**config.mk**
```make
export PLATFORM = sky130hd
export DESIGN_NAME = spi_rdid_responder_flat
export DESIGN_NICKNAME = d
export VERILOG_FILES = /design/src/rtl/spi_rdid_responder_if.sv /design/src/rtl/spi_rdid_responder.sv /design/src/flat_wrapper.sv
export SDC_FILE = /design/constraint.sdc
export NUM_CORES = 1
export LEC_CHECK = 0
export ABC_AREA = 1
export CELL_PAD_IN_SITES_DETAIL_PLACEMENT = 0
export CELL_PAD_IN_SITES_GLOBAL_PLACEMENT = 2
export CORE_MARGIN = 3
export CORE_UTILIZATION = 30
export DETAILED_ROUTE_END_ITERATION = 7
export GPL_TIMING_DRIVEN = 0
export PLACE_DENSITY = 0.76
export SKIP_CTS_REPAIR_TIMING = 1
export SYNTH_ARGS = -nofsm -noshare
export SYNTH_HDL_FRONTEND = slang
export SYNTH_SLANG_ARGS = --single-unit
```
**constraint.sdc**
```tcl
create_clock -name clk -period 1.71 [get_ports clk]
set_clock_uncertainty 0.05 [all_clocks]
set_input_delay 0.513 -clock clk [delete_from_list [all_inputs] [get_ports clk]]
set_output_delay 0.513 -clock clk [all_outputs]
set_load 0.005 [all_outputs]
```
**src/rtl/spi_rdid_responder_if.sv**
```systemverilog
// +------------------------------------------------------------------+
// | spi_rdid_responder_if : four-wire SPI bus plus MISO drive enable |
// | Rev 1.0                                                          |
// +------------------------------------------------------------------+
`timescale 1ns/1ps
`default_nettype none

interface spi_rdid_responder_if;
   logic SPICLK;
   logic chip_select;
   logic SPIMOSI;
   logic SPIMISO;
   logic miso_en;

   modport master (
      output SPICLK,
      output chip_select,
      output SPIMOSI,
      input  SPIMISO,
      input  miso_en
   );

   modport slave (
      input  SPICLK,
      input  chip_select,
      input  SPIMOSI,
      output SPIMISO,
      output miso_en
   );
endinterface

`default_nettype wire

```
**src/rtl/spi_rdid_responder.sv**
```systemverilog
// +------------------------------------------------------------------+
// | spi_rdid_responder : oversampled mode-0 SPI slave answering RDID |
// | Rev 1.0                                                          |
// +------------------------------------------------------------------+
`timescale 1ns/1ps
`default_nettype none

module spi_rdid_responder #(
   parameter logic [7:0] MANUF_ID    = 8'h20,
   parameter logic [7:0] MEM_TYPE    = 8'h20,
   parameter logic [7:0] MEM_CAP     = 8'h16,
   parameter logic [7:0] RDID_CMD    = 8'h9F,
   parameter int         SYNC_STAGES = 2
) (
   input  wire logic             clk,
   input  wire logic             reset,
   spi_rdid_responder_if.slave   bus,
   output logic [7:0]            cmd_byte,
   output logic                  cmd_valid,
   output logic                  rdid_done,
   output logic                  busy
);

   typedef enum logic [1:0] {
      IDLE   = 2'd0,
      CMD    = 2'd1,
      RESP   = 2'd2,
      IGNORE = 2'd3
   } state_t;

   localparam logic [23:0] ID_WORD = {MANUF_ID, MEM_TYPE, MEM_CAP};

   logic sclk_s;
   logic cs_s;
   logic mosi_s;

   generate
      if (SYNC_STAGES > 0) begin : g_sync
         logic [SYNC_STAGES-1:0] sclk_q;
         logic [SYNC_STAGES-1:0] cs_q;
         logic [SYNC_STAGES-1:0] mosi_q;

         always_ff @(posedge clk) begin
            if (!reset) begin
               sclk_q <= '0;
               cs_q   <= '1;
               mosi_q <= '0;
            end else begin
               sclk_q[0] <= bus.SPICLK;
               cs_q[0]   <= bus.chip_select;
               mosi_q[0] <= bus.SPIMOSI;
               for (int i = 1; i < SYNC_STAGES; i++) begin
                  sclk_q[i] <= sclk_q[i-1];
                  cs_q[i]   <= cs_q[i-1];
                  mosi_q[i] <= mosi_q[i-1];
               end
            end
         end

         assign sclk_s = sclk_q[SYNC_STAGES-1];
         assign cs_s   = cs_q[SYNC_STAGES-1];
         assign mosi_s = mosi_q[SYNC_STAGES-1];
      end else begin : g_nosync
         assign sclk_s = bus.SPICLK;
         assign cs_s   = bus.chip_select;
         assign mosi_s = bus.SPIMOSI;
      end
   endgenerate

   state_t      state;
   logic        sclk_d;
   logic [2:0]  bit_cnt;
   logic [7:0]  cmd_sr;
   logic [23:0] resp_sr;
   logic [4:0]  resp_cnt;
   logic        miso_q;
   logic        miso_en_q;

   logic       rise;
   logic       fall;
   logic       cs_active;
   logic [7:0] cmd_next;

   assign rise      = sclk_s & ~sclk_d;
   assign fall      = ~sclk_s & sclk_d;
   assign cs_active = ~cs_s;
   assign cmd_next  = {cmd_sr[6:0], mosi_s};

   assign bus.SPIMISO = miso_q;
   assign bus.miso_en = miso_en_q;

   always_ff @(posedge clk) begin
      if (!reset) begin
         state     <= IDLE;
         sclk_d    <= 1'b0;
         bit_cnt   <= 3'd0;
         cmd_sr    <= 8'h00;
         resp_sr   <= 24'h0;
         resp_cnt  <= 5'd0;
         miso_q    <= 1'b0;
         miso_en_q <= 1'b0;
         cmd_byte  <= 8'h00;
         cmd_valid <= 1'b0;
         rdid_done <= 1'b0;
         busy      <= 1'b0;
      end else begin
         sclk_d    <= sclk_s;
         cmd_valid <= 1'b0;
         rdid_done <= 1'b0;
         // Deselect beats any edge seen in the same cycle.
         if (state != IDLE && !cs_active) begin
            state     <= IDLE;
            miso_q    <= 1'b0;
            miso_en_q <= 1'b0;
            busy      <= 1'b0;
         end else begin
            case (state)
               IDLE: begin
                  miso_q    <= 1'b0;
                  miso_en_q <= 1'b0;
                  if (cs_active) begin
                     state   <= CMD;
                     busy    <= 1'b1;
                     bit_cnt <= 3'd0;
                     cmd_sr  <= 8'h00;
                  end
               end
               CMD: begin
                  if (rise) begin
                     cmd_sr  <= cmd_next;
                     bit_cnt <= bit_cnt + 3'd1;
                     if (bit_cnt == 3'd7) begin
                        cmd_byte  <= cmd_next;
                        cmd_valid <= 1'b1;
                        if (cmd_next == RDID_CMD) begin
                           state     <= RESP;
                           resp_sr   <= ID_WORD;
                           resp_cnt  <= 5'd0;
                           miso_en_q <= 1'b1;
                        end else begin
                           state <= IGNORE;
                        end
                     end
                  end
               end
               RESP: begin
                  if (fall) begin
                     miso_q  <= resp_sr[23];
                     resp_sr <= {resp_sr[22:0], 1'b0};
                  end else if (rise) begin
                     // Reload on the 24th sampled bit so longer reads wrap.
                     if (resp_cnt == 5'd23) begin
                        resp_cnt  <= 5'd0;
                        resp_sr   <= ID_WORD;
                        rdid_done <= 1'b1;
                     end else begin
                        resp_cnt <= resp_cnt + 5'd1;
                     end
                  end
               end
               IGNORE: begin
                  miso_q    <= 1'b0;
                  miso_en_q <= 1'b0;
               end
               default: begin
                  state <= IDLE;
                  busy  <= 1'b0;
               end
            endcase
         end
      end
   end

endmodule

`default_nettype wire

```
**src/flat_wrapper.sv**
```systemverilog
// flat-port wrapper written by rule: the top's interface ports become plain ports
module spi_rdid_responder_flat 
#(
   parameter logic [7:0] MANUF_ID    = 8'h20,
   parameter logic [7:0] MEM_TYPE    = 8'h20,
   parameter logic [7:0] MEM_CAP     = 8'h16,
   parameter logic [7:0] RDID_CMD    = 8'h9F,
   parameter int         SYNC_STAGES = 2
)
  (clk, reset, cmd_byte, cmd_valid, rdid_done, busy, bus_SPICLK, bus_chip_select, bus_SPIMOSI, bus_SPIMISO, bus_miso_en);
  spi_rdid_responder_if bus_i ();
  input  wire logic clk;
  input  wire logic reset;
  output logic [7:0] cmd_byte;
  output logic cmd_valid;
  output logic rdid_done;
  output logic busy;
  input wire logic [$bits(bus_i.SPICLK)-1:0] bus_SPICLK;
  input wire logic [$bits(bus_i.chip_select)-1:0] bus_chip_select;
  input wire logic [$bits(bus_i.SPIMOSI)-1:0] bus_SPIMOSI;
  output wire logic [$bits(bus_i.SPIMISO)-1:0] bus_SPIMISO;
  output wire logic [$bits(bus_i.miso_en)-1:0] bus_miso_en;
  assign bus_i.SPICLK = bus_SPICLK;
  assign bus_i.chip_select = bus_chip_select;
  assign bus_i.SPIMOSI = bus_SPIMOSI;
  assign bus_SPIMISO = bus_i.SPIMISO;
  assign bus_miso_en = bus_i.miso_en;
  spi_rdid_responder #(.MANUF_ID(MANUF_ID), .MEM_TYPE(MEM_TYPE), .MEM_CAP(MEM_CAP), .RDID_CMD(RDID_CMD), .SYNC_STAGES(SYNC_STAGES)) u_core (.clk(clk), .reset(reset), .bus(bus_i), .cmd_byte(cmd_byte), .cmd_valid(cmd_valid), .rdid_done(rdid_done), .busy(busy));
endmodule
```
==> results of run 1 <==
==> power groups by stage <==
stage	clock network [mW]	logic, mW	registers (mW)
detailed placement	0	0.307	1.52
floorplan	0	0.240	1.51
global placement	0	0.306	1.52
CTS	1.49	0.309	1.49
finish	1.44	0.466	1.49
global route	1.54	0.516	1.49
==> layout make-up <==
cell class	instances	area, um^2
fillers	884	4870
multi-input cells	249	1530
flip-flops and latches	60	1210
repair buffers	38	448
inverters	51	201
plain buffers	14	135
well taps	108	135
clock buffers	9	124
clock inverters	7	100
==> worst max-delay path: stages, from the launching register on <==
cell and delay (ns):
dfxtp_2 0.37, inv_4 0.05, ha_4 0.15, buf_8 0.12, nand2_4 0.06, nand2_4 0.07, clkinv_4 0.06, o21ai_4 0.06
nor2_4 0.15, nand2_8 0.11, buf_8 0.17, nand2_2 0.06, nand2_2 0.04, nor2_1 0.10
==> final timing paths <==
check	cells past startpoint	slack [ns]	from	end
max	13	0.002	u_core.state[1]	u_core.resp_sr[21]
min reg2reg	1	0.36	u_core.g_sync.cs_q[0]	u_core.g_sync.cs_q[1]
min	1	0.36	u_core.g_sync.cs_q[0]	u_core.g_sync.cs_q[1]
max reg2reg	13	0.002	u_core.state[1]	u_core.resp_sr[21]
==> per-stage QoR <==
step / worst slack (ns) / instance area (um^2) / util [%]
3_5_place_dp: -0.175 / 3010 / 34.3
3_3_place_gp: -0.170 / 3010 / 34.3
2_1_floorplan: 0.0934 / 2710 / -
6_report: 0.00187 / 3890 / 44.4
5_1_grt: -0.0867 / 3890 / 44.4
4_1_cts: -0.201 / 3230 / 36.9
==> layout by cell type (no fill, tap or decap), drive strengths merged <==
cell	instances
a211oi	9
a21oi	31
buf	27
bufinv	2
clkbuf	18
clkdlybuf4s50	3
clkinv	3
clkinvlp	3
dfxtp	60
dlymetal6s2s	13
ha	6
inv	50
nand2	92
nand3	6
nand4	6
nor2	77
nor3	1
nor4	1
o211ai	1
o21ai	13
or2	6
==> cells by family (layout without fill, tap and decap cells) <==
group                    count (synthesis)  count (layout)
AO/OA/AOI/OAI                           54              54
AND/OR/NAND/NOR                        188             189
flip-flops                              60              60
adder cells (fa/ha/maj)                  6               6
buffers and inverters                   65             119
==> state kept, by name, indices dropped and copies added, names as in the netlist <==
name,count
u_core.resp_sr,23
u_core.cmd_byte,8
u_core.cmd_sr,7
u_core.resp_cnt,5
u_core.bit_cnt,3
u_core.g_sync.cs_q,2
u_core.g_sync.mosi_q,2
u_core.g_sync.sclk_q,2
u_core.state,2
u_core.bus.SPIMISO,1
u_core.bus.miso_en,1
u_core.busy,1
u_core.cmd_valid,1
u_core.rdid_done,1
u_core.sclk_d,1
==> routing by layer <==
| metal | track usage (%) | wire [um] |
|---|---|---|
| met2 | 19.4 | 2900 |
| met1 | 17.5 | 3330 |
| met5 | 0 | 0 |
| met4 | 6.13 | 134 |
| met3 | 2.84 | 184 |
==> impl_results.md, run 1 <==
* Outcome: finished, final reports clean
* Max Clk Rate at around 600 MHz
* Most used standard cell by instance count after synthesis: nand2_1
* Syn Inst Count at 373
* Period minus WS final at 1.71 ns
* Part of the power in combinational logic at 13.7%
* Worst-path fanout max at 8
* Switch Pwr at 0.904 mW
* Power Dens Cells at slightly below 900 nW/um^2
* Syn Nets at 384
* Area Growth Syn to Fin at 43.4%
* Total wire length at between 6 and 7 mm
* Clk_lat worst skew at 0.34 ns
* Clock share of power at 42.5%
* Placed cell count at 497
* Die area at 10200 um^2
* Largest family of logic cells by synthesized area: simple AND/OR/NAND/NOR gates
* Global-route wire length before repair at just over 10 mm
* N_diodes at 0
* Layout Nets at around 430
* Synth Area in Compound Gates at 11.4%
* Synth top cells by count: nand2_1, nor2_1, dfxtp_1, inv_1, a21oi_1
* Simple-gate share of the synthesized area at 30.8%
* Max clock buf depth at 2
* Worst hold slack at roughly 0.36 ns
* Ys flop type: dfxtp_1
* Setup TNS Final at 0 ns
* Seq pwr share at 43.7%
* Max-slew violation count at 0
* RSZ-0062 raised after global routing: true
* Initial antenna violation count at 0
* Worst slew pin tran at roughly 0.6 ns
* Die Wd at roughly 100 um
* Clock sinks at 60
* Share of cells above drive strength 1 at between 30% and 40%
* RePlAce Congestion at 0.758
* Initial Utilization at around 31%
* Synthesized area at 2710 um^2
* DR DRC count at 0
* H-tree depth at 3
* Pwr Total at 3.40 mW
* Netlist cell types at 27
* Peak VDD IR at 0.000379 V
* Vias after detailed routing at 2399
* Area share of the largest cell type after synthesis at between 40% and 50%
* Crit path arrival time at 1.94 ns
* Row cnt at 34
* Final period util at 99.9%
* Clock slew at reported path FFs at 0.08 ns
* Layout Cells excl Fill at between 500 and 600
* ANT nets after route at 0
* #FFs+latches synth at 60
* DPL Wire Length at 4.11 mm
* Die height at between 100 and 150 um
* Largest area contributor in the synthesized netlist: dfxtp_1
* DR pass1 iterations at 4
* Fraction of registers with async set/reset at 0%
* CTS root buffer: clkbuf_8
* Yosys warning total at 0
* CP Capture Type: flop
* Max cap viols at 0
* CTS tree: built
* Relative slew margins at 60.1%
* GR Overflow Total at 0
* P_leak at 1.80 nW
* Number of synthesized flops with an enable pin at 0
* Core Area at 8760 um^2
* Mapped Avg Cell Area at 7.27 um^2
* Synth Area in XOR/XNOR at 0%
* CP Class: flop to flop
* CP startpoint kind: flop
* Initial DRC Count at between 70 and 80
* Seq/Total Area, Yosys at 44.3%
* Total GRT Usage at 12.9%
* Num CTS Buffers at 9
* Post-Synth Adder-Cell Area at 2.77%
* Main area contributors after synthesis: dfxtp_1, nand2_1, nor2_1
* PortBufs at 16
* Final setup fails at 0
* Largest net degree at the start of global routing at 13
* Sw frac at a little over a quarter
* Top Ports at 18
* Worst endpoint required time at 1.94 ns
* Internal power at around 2.5 mW
* Vias per cell at 4.48
* DR WL/cell at 12.2 um
* Vias in the first global route at between 2000 and 2500
* Worst Hold Class: flop to flop
* Post-synthesis mux area share at 0%
* Final Hold Fails at 0
Note: power is estimated with default switching activity, not from simulation.
==> inputs of run 2 (changes only) <==
- ABC_AREA: 1 -> not set
- CORE_UTILIZATION: 30 -> 35
- CTS_BUF_LIST: not set -> sky130_fd_sc_hd__clkbuf_4
- PLACE_DENSITY: 0.76 -> 0.79
==> impl_results.md, run 2 <==
* Outcome: finished with violations
* Failing checks: negative setup slack
* Yosys warning total at 0 (unchanged)
* ANT nets after route at 0 (unchanged)
* Sw frac at 31.7% (+5.1 points)
* Relative slew margins at 67.0% (+6.9 points)
* N_diodes at 0 (unchanged)
* Largest area contributor in the synthesized netlist: dfxtp_1
* Top Ports at 18 (unchanged)
* GR Overflow Total at 0 (unchanged)
* DR pass1 iterations at 4 (unchanged)
* RePlAce Congestion at 0.736 (-2.9%)
* M2 GR Usage at 20.8% (+1.4 points)
* DR DRC count at 0 (unchanged)
* Area share of the largest cell type after synthesis at 45.2% (+0.87 points)
* Syn Nets at 289 (-25%)
* Layout Cells excl Fill at 421 (-21%)
* Switch Pwr at 1.02 mW (+13%)
* Largest register by flop count: u_core.resp_sr
* CP Capture Type: flop
* Setup TNS Final at -0.737 ns (-0.737 ns)
* Multi-input gate area at 1460 um^2 (-5.1%)
* Die area at 8680 um^2 (-15%)
* Main area contributors after synthesis: dfxtp_1, mux2i_1, nand3_1
* Max-slew violation count at 0 (unchanged)
* Ys flop type: dfxtp_1
* Peak VDD IR at 0.000439 V (+16%)
* Initial Utilization at 36.3% (+5.3 points)
* DR WL/cell at 13.7 um (+12%)
* Most frequent cells in the layout: mux2i_1, dfxtp_1, nand2_1
* Synth top cells by count: dfxtp_1, mux2i_1, nand2_1, nor2_1, nand3_1
* Buf+Inv Stages, Crit Path at 0 (-4)
* H-tree depth at 3 (unchanged)
* Final Hold Fails at 0 (unchanged)
* Placed cell count at 394 (-21%)
* Die Wd at 93.2 um (-7.8%)
* Met1 Use GR at 19.0% (+1.6 points)
* Worst hold slack at 0.378 ns (+0.0148 ns)
* Final setup fails at 22 (+22)
* Clock sinks at 60 (unchanged)
* Part of the power in combinational logic at 27.6% (+14 points)
* Worst slew pin tran at 0.495 ns (-0.103 ns)
* RSZ-0062 raised after global routing: true
* Top flop regs: u_core.resp_sr x23, u_core.cmd_byte x8, u_core.cmd_sr x7
* Max clock buf depth at 2 (unchanged)
* Fillers at 676 (-24%)
* Worst-path fanout max at 5 (-3)
* Final instance area at 3400 um^2 (-13%)
* Sequential cell area at 1230 um^2 (+1.8%)
* Core Area at 7330 um^2 (-16%)
* GRT Max-Usage Layer: met2
* CTS root buffer: clkbuf_4
* Max reg flops at 23 (unchanged)
* Seq/Total Area, Yosys at 45.2% (+0.87 points)
* Vias in the first global route at 1916 (-14%)
* Number of synthesized flops with an enable pin at 0 (unchanged)
* Crit path top cell by count: ha_4
* Num CTS Buffers at 9 (unchanged)
* Fraction of registers with async set/reset at 0% (unchanged)
* Most used standard cell by instance count after synthesis: dfxtp_1
* Crit path arrival time at 2.12 ns (+0.18 ns)
* Mapped Avg Cell Area at 9.57 um^2 (+32%)
* Core Util, Final at 46.4% (+2.0 points)
* Slowest stage delay, CP at 0.43 ns (+0.06 ns)
* Met3 track demand over resource at 5.63% (+2.8 points)
* DPL Wire Length at 3.78 mm (-8.1%)
* Clk_lat worst skew at 0.40 ns (+0.06 ns)
* Area Growth Syn to Fin at 27.9%
* Worst endpoint required time at 2.00 ns (+0.06 ns)
* Largest net degree at the start of global routing at 12 (-1)
* #FFs+latches synth at 60 (unchanged)
* PortBufs at 17 (+1)
* Netlist cell types at 45 (+67%)
* DP Area at 2990 um^2 (-0.71%)
* Period minus WS final at 1.83 ns (+0.124 ns)
* Total wire length at 5.76 mm (-12%)
* Seq pwr share at 46.9% (+3.2 points)
* Initial antenna violation count at 0 (unchanged)
* Final WS setup at -0.122 ns (-0.124 ns)
* Final period util at 107% (+7.2 points)
* Max cap viols at 0 (unchanged)
* CTS tree: built
* Worst Hold Class: flop to flop
* Syn Inst Count at 278 (-25%)
* Global-route wire length before repair at 9.62 mm (-7.2%)
* Internal power at 2.21 mW (-11%)
* P_leak at 1.54 nW (-15%)
* Clock share of power at 25.5% (-17 points)
* CP Class: flop to flop
* Share of cells above drive strength 1 at 26.4% (-7.9 points)
* Die height at 93.2 um (-7.8%)
* Synthesized area at 2660 um^2 (-1.9%)
* Power Dens Cells at 950 nW/um^2 (+8.7%)
* Clock slew at reported path FFs at 0.10 ns (+0.02 ns)
* Delay-heaviest family, CP: simple AND/OR/NAND/NOR gates
* Initial DRC Count at 55 (-25%)
* CP startpoint kind: flop
* Commonest non-fill, non-tap cell in the layout: mux2i_1
* Vias after detailed routing at 2063 (-14%)
* Vias per cell at 4.90 (+9.5%)
* Crit path cell chain: ha_4 -> ha_4 -> nand3b_1 -> o31a_2 -> or4_4 -> a21oi_2
* Total GRT Usage at 14.2% (+1.3 points)
* Row cnt at 31 (-8.8%)
* Layout Nets at 328 (-24%)
* CP max-delay cell: or4_4
* Max Clk Rate at 546 MHz (-6.8%)
## run 2: path summary, 6_finish.rpt
check                             start                    end  slack, ns  depth (start not counted)
hold reg to reg   u_core.g_sync.cs_q[0]  u_core.g_sync.cs_q[1]       0.38                          1
setup reg to reg      u_core.bit_cnt[0]     u_core.resp_cnt[2]      -0.12                          6
hold / removal    u_core.g_sync.cs_q[0]  u_core.g_sync.cs_q[1]       0.38                          1
setup / recovery      u_core.bit_cnt[0]     u_core.resp_cnt[2]      -0.12                          6
## run 2: per-layer routing
layer / share of wire, % / wire length [um]
met2: 48 / 2770
met3: 4.3 / 246
met5: 0 / 0
met4: 1.1 / 64
met1: 47 / 2680
## run 2: final cells by class
| cell class | count | share of cell area [%] |
|---|---|---|
| Multi-Input combinational cell | 197 | 42.8 |
| Tap cell | 99 | 3.64 |
| Buffer | 15 | 4.01 |
| Timing Repair Buffer | 28 | 9.34 |
| Clock inverter | 7 | 1.29 |
| Clock buffer | 9 | 1.99 |
| Inverter | 6 | 0.736 |
| Sequential cell | 60 | 36.2 |
## run 2: per-stage QoR
| stage | power, mW | setup WS, ns |
|---|---|---|
| after floorplan | 2.06 | -0.00786 |
| after global placement | 2.21 | -0.445 |
| after detailed placement | 2.21 | -0.420 |
| after CTS | 3.05 | -0.319 |
| after global routing | 3.45 | -0.214 |
| final | 3.23 | -0.122 |
## run 2: cell families after synthesis
logic type | Yosys count | share of synthesized area, %
adder cells (fa/ha/maj) | 6 | 2.82
flip-flops | 60 | 45.2
buffers and inverters | 21 | 5.13
AO/OA/AOI/OAI | 27 | 7.29
multiplexers | 43 | 16.2
AND/OR/NAND/NOR | 121 | 23.4
## run 2: power groups by stage
stage               sequential (mW)  clock (mW)  combinational, mW
finish                         1.52       0.825              0.890
global route                   1.53       0.946              0.972
CTS                            1.51       0.874              0.670
detailed placement             1.54           0              0.669
global placement               1.54           0              0.670
floorplan                      1.53           0              0.534
==> inputs of run 3 (changes only) <==
- CELL_PAD_IN_SITES_GLOBAL_PLACEMENT: 2 -> 1
- CORE_UTILIZATION: 35 -> 43
- PLACE_DENSITY: 0.79 -> 0.8
==> impl_results.md, run 3 (synthesized netlist as in run 2, its figures left out) <==
* Critical R2R Launch: u_core.bit_cnt[1]
* RSZ-0062 raised after global routing: true
* GR Overflow Total at 0 (unchanged)
* Power Dens Cells at 1020 nW/um^2 (+7.3%)
* Failing checks: negative setup slack
* CP max-delay cell: dfxtp_2
* CP Capture Type: flop
* Max Clk Rate at 545 MHz (-0.22%)
* Row cnt at 28 (-9.7%)
* DPL Wire Length at 3.62 mm (-4.2%)
* Max reg flops at 23 (unchanged)
* HP Start: u_core.g_sync.cs_q[0]
* Final period util at 107% (+0.24 points)
* Layout Nets at 328 (unchanged)
* Period minus WS final at 1.84 ns (+0.00405 ns)
* Largest net degree at the start of global routing at 13 (+1)
* CTS root buffer: clkbuf_4
* Sw frac at 31.1% (-0.64 points)
* Met2 routed WL at 2.44 mm (-12%)
* Largest register by flop count: u_core.resp_sr
* Total wire length at 5.52 mm (-4.2%)
* CP Class: flop to flop
* Worst slew pin tran at 0.479 ns (-0.0161 ns)
* DP Area at 2960 um^2 (-1.0%)
* H-tree depth at 3 (unchanged)
* P_leak at 1.51 nW (-1.9%)
* Switch Pwr at 1.06 mW (+3.4%)
* Delay-heaviest family, CP: compound AO/OA/AOI/OAI gates
* Share of cells above drive strength 1 at 23.0% (-3.4 points)
* DR pass1 iterations at 4 (unchanged)
* PortBufs at 17 (unchanged)
* Setup TNS Final at -3.18 ns (-2.44 ns)
* Pwr Total at 3.41 mW (+5.5%)
* DR DRC count at 0 (unchanged)
* Clk_lat worst skew at 0.41 ns (about the same)
* Crit path arrival time at 2.10 ns (-0.02 ns)
* Fillers at 553 (-18%)
* Max-slew violation count at 0 (unchanged)
* Part of the power in combinational logic at 25.7% (-1.9 points)
* Worst Hold Class: flop to flop
* Clock sinks at 60 (unchanged)
* DR WL/cell at 13.9 um (+1.6%)
* Max clock buf depth at 2 (unchanged)
* Final setup fails at 36 (+64%)
* Sequential cell area at 1220 um^2 (-0.81%)
* Initial Utilization at 44.7% (+8.4 points)
* Global-route wire length before repair at 9.16 mm (-4.7%)
* Top Layer Used: met4
* Num CTS Buffers at 9 (unchanged)
* Clock share of power at 30.0% (+4.5 points)
* ANT nets after route at 0 (unchanged)
* Total GRT Usage at 16.1% (+1.9 points)
* Top flop regs: u_core.resp_sr x23, u_core.cmd_byte x8, u_core.cmd_sr x7
* Internal power at 2.35 mW (+6.5%)
* Worst-path fanout max at 4 (-1)
* Initial antenna violation count at 0 (unchanged)
* Die area at 7170 um^2 (-17%)
* Vias after detailed routing at 2057 (-0.29%)
* Outcome: finished with violations
* Die Wd at 84.7 um (-9.2%)
* Vias in the first global route at 1995 (+4.1%)
* Die height at 84.7 um (-9.2%)
* Seq pwr share at 44.3% (-2.6 points)
* N_diodes at 0 (unchanged)
* CP startpoint kind: flop
* Multi-input gate area at 1420 um^2 (-2.6%)
* Buf+Inv Stages, Crit Path at 1 (+1)
* Max cap viols at 0 (unchanged)
* Final WS setup at -0.126 ns (-0.00405 ns)
* Final instance area at 3350 um^2 (-1.7%)
* Crit path top cell by count: ha_4
* Initial DRC Count at 78 (+42%)
* Clock slew at reported path FFs at 0.11 ns (about the same)
* Vias per cell at 5.18 (+5.7%)
* Core Area at 5960 um^2 (-19%)
* Top Ports at 18 (unchanged)
* CTS tree: built
* Worst endpoint required time at 1.98 ns (-0.02 ns)
* RePlAce Congestion at 0.827 (+12%)
* M1 wire length at 2.71 mm (+1.3%)
* Relative slew margins at 68.1% (+1.1 points)
* Area Growth Syn to Fin at 25.8%
* Met3 Routed Length at 210 um (-15%)
* Slowest stage delay, CP at 0.37 ns (-0.06 ns)
* Peak VDD IR at 0.000563 V (+28%)
* Final Hold Fails at 0 (unchanged)
* Crit path cell chain: ha_4 -> ha_4 -> nand3b_1 -> buf_6 -> o31ai_4 -> nand3_1 -> a32o_1
* Worst hold slack at 0.377 ns (-0.00116 ns)
* Most frequent cells in the layout: mux2i_1, dfxtp_1, nand2_1
* CP startpoint: u_core.bit_cnt[1]
[run 3: area by class of cell]
type	count	area share, %
Buffer	15	4.23
Clock buffer	9	2.02
Clock inverter	7	2.32
Inverter	6	0.748
Multi-Input combinational cell	197	42.4
Sequential cell	60	36.5
Tap cell	75	2.80
Timing Repair Buffer	28	8.98
[run 3: final timing paths]
kind | to | slack, ns | cells past startpoint
hold reg to reg | u_core.g_sync.cs_q[1] | 0.38 | 1
hold / removal | u_core.g_sync.cs_q[1] | 0.38 | 1
setup reg to reg | u_core.resp_cnt[4] | -0.13 | 7
setup / recovery | u_core.resp_cnt[4] | -0.13 | 7
[run 3: worst reg2reg max path, stage by stage (launching register included)]
cell and delay (ns):
dfxtp_2 0.37, ha_4 0.14, ha_4 0.13, nand3b_1 0.14
buf_6 0.16, o31ai_4 0.34, nand3_1 0.14, a32o_1 0.27
[run 3: stage by stage]
| step | util, % | setup slack (ns) | instances |
|---|---|---|---|
| global placement | 49.6 | -0.392 | 370 |
| finish | 56.2 | -0.126 | 397 |
| floorplan | - | -0.00786 | 278 |
| detailed placement | 49.6 | -0.446 | 370 |
| CTS | 52.1 | -0.300 | 386 |
| global route | 56.2 | -0.204 | 397 |
[run 3: power by group through the flow]
stage / registers [mW] / logic (mW) / clock network (mW)
global placement: 1.54 / 0.657 / 0
global route: 1.52 / 0.941 / 1.11
detailed placement: 1.54 / 0.663 / 0
finish: 1.51 / 0.878 / 1.02
CTS: 1.51 / 0.666 / 1.04
floorplan: 1.53 / 0.534 / 0
[run 3: metal layers]
| layer | GRT usage (%) | vias up |
|---|---|---|
| met3 | 6.77 | 12 |
| met2 | 23.3 | 38 |
| li1 | - | 1042 |
| met4 | 7.77 | 0 |
| met1 | 20.6 | 965 |
| met5 | 0 | - |
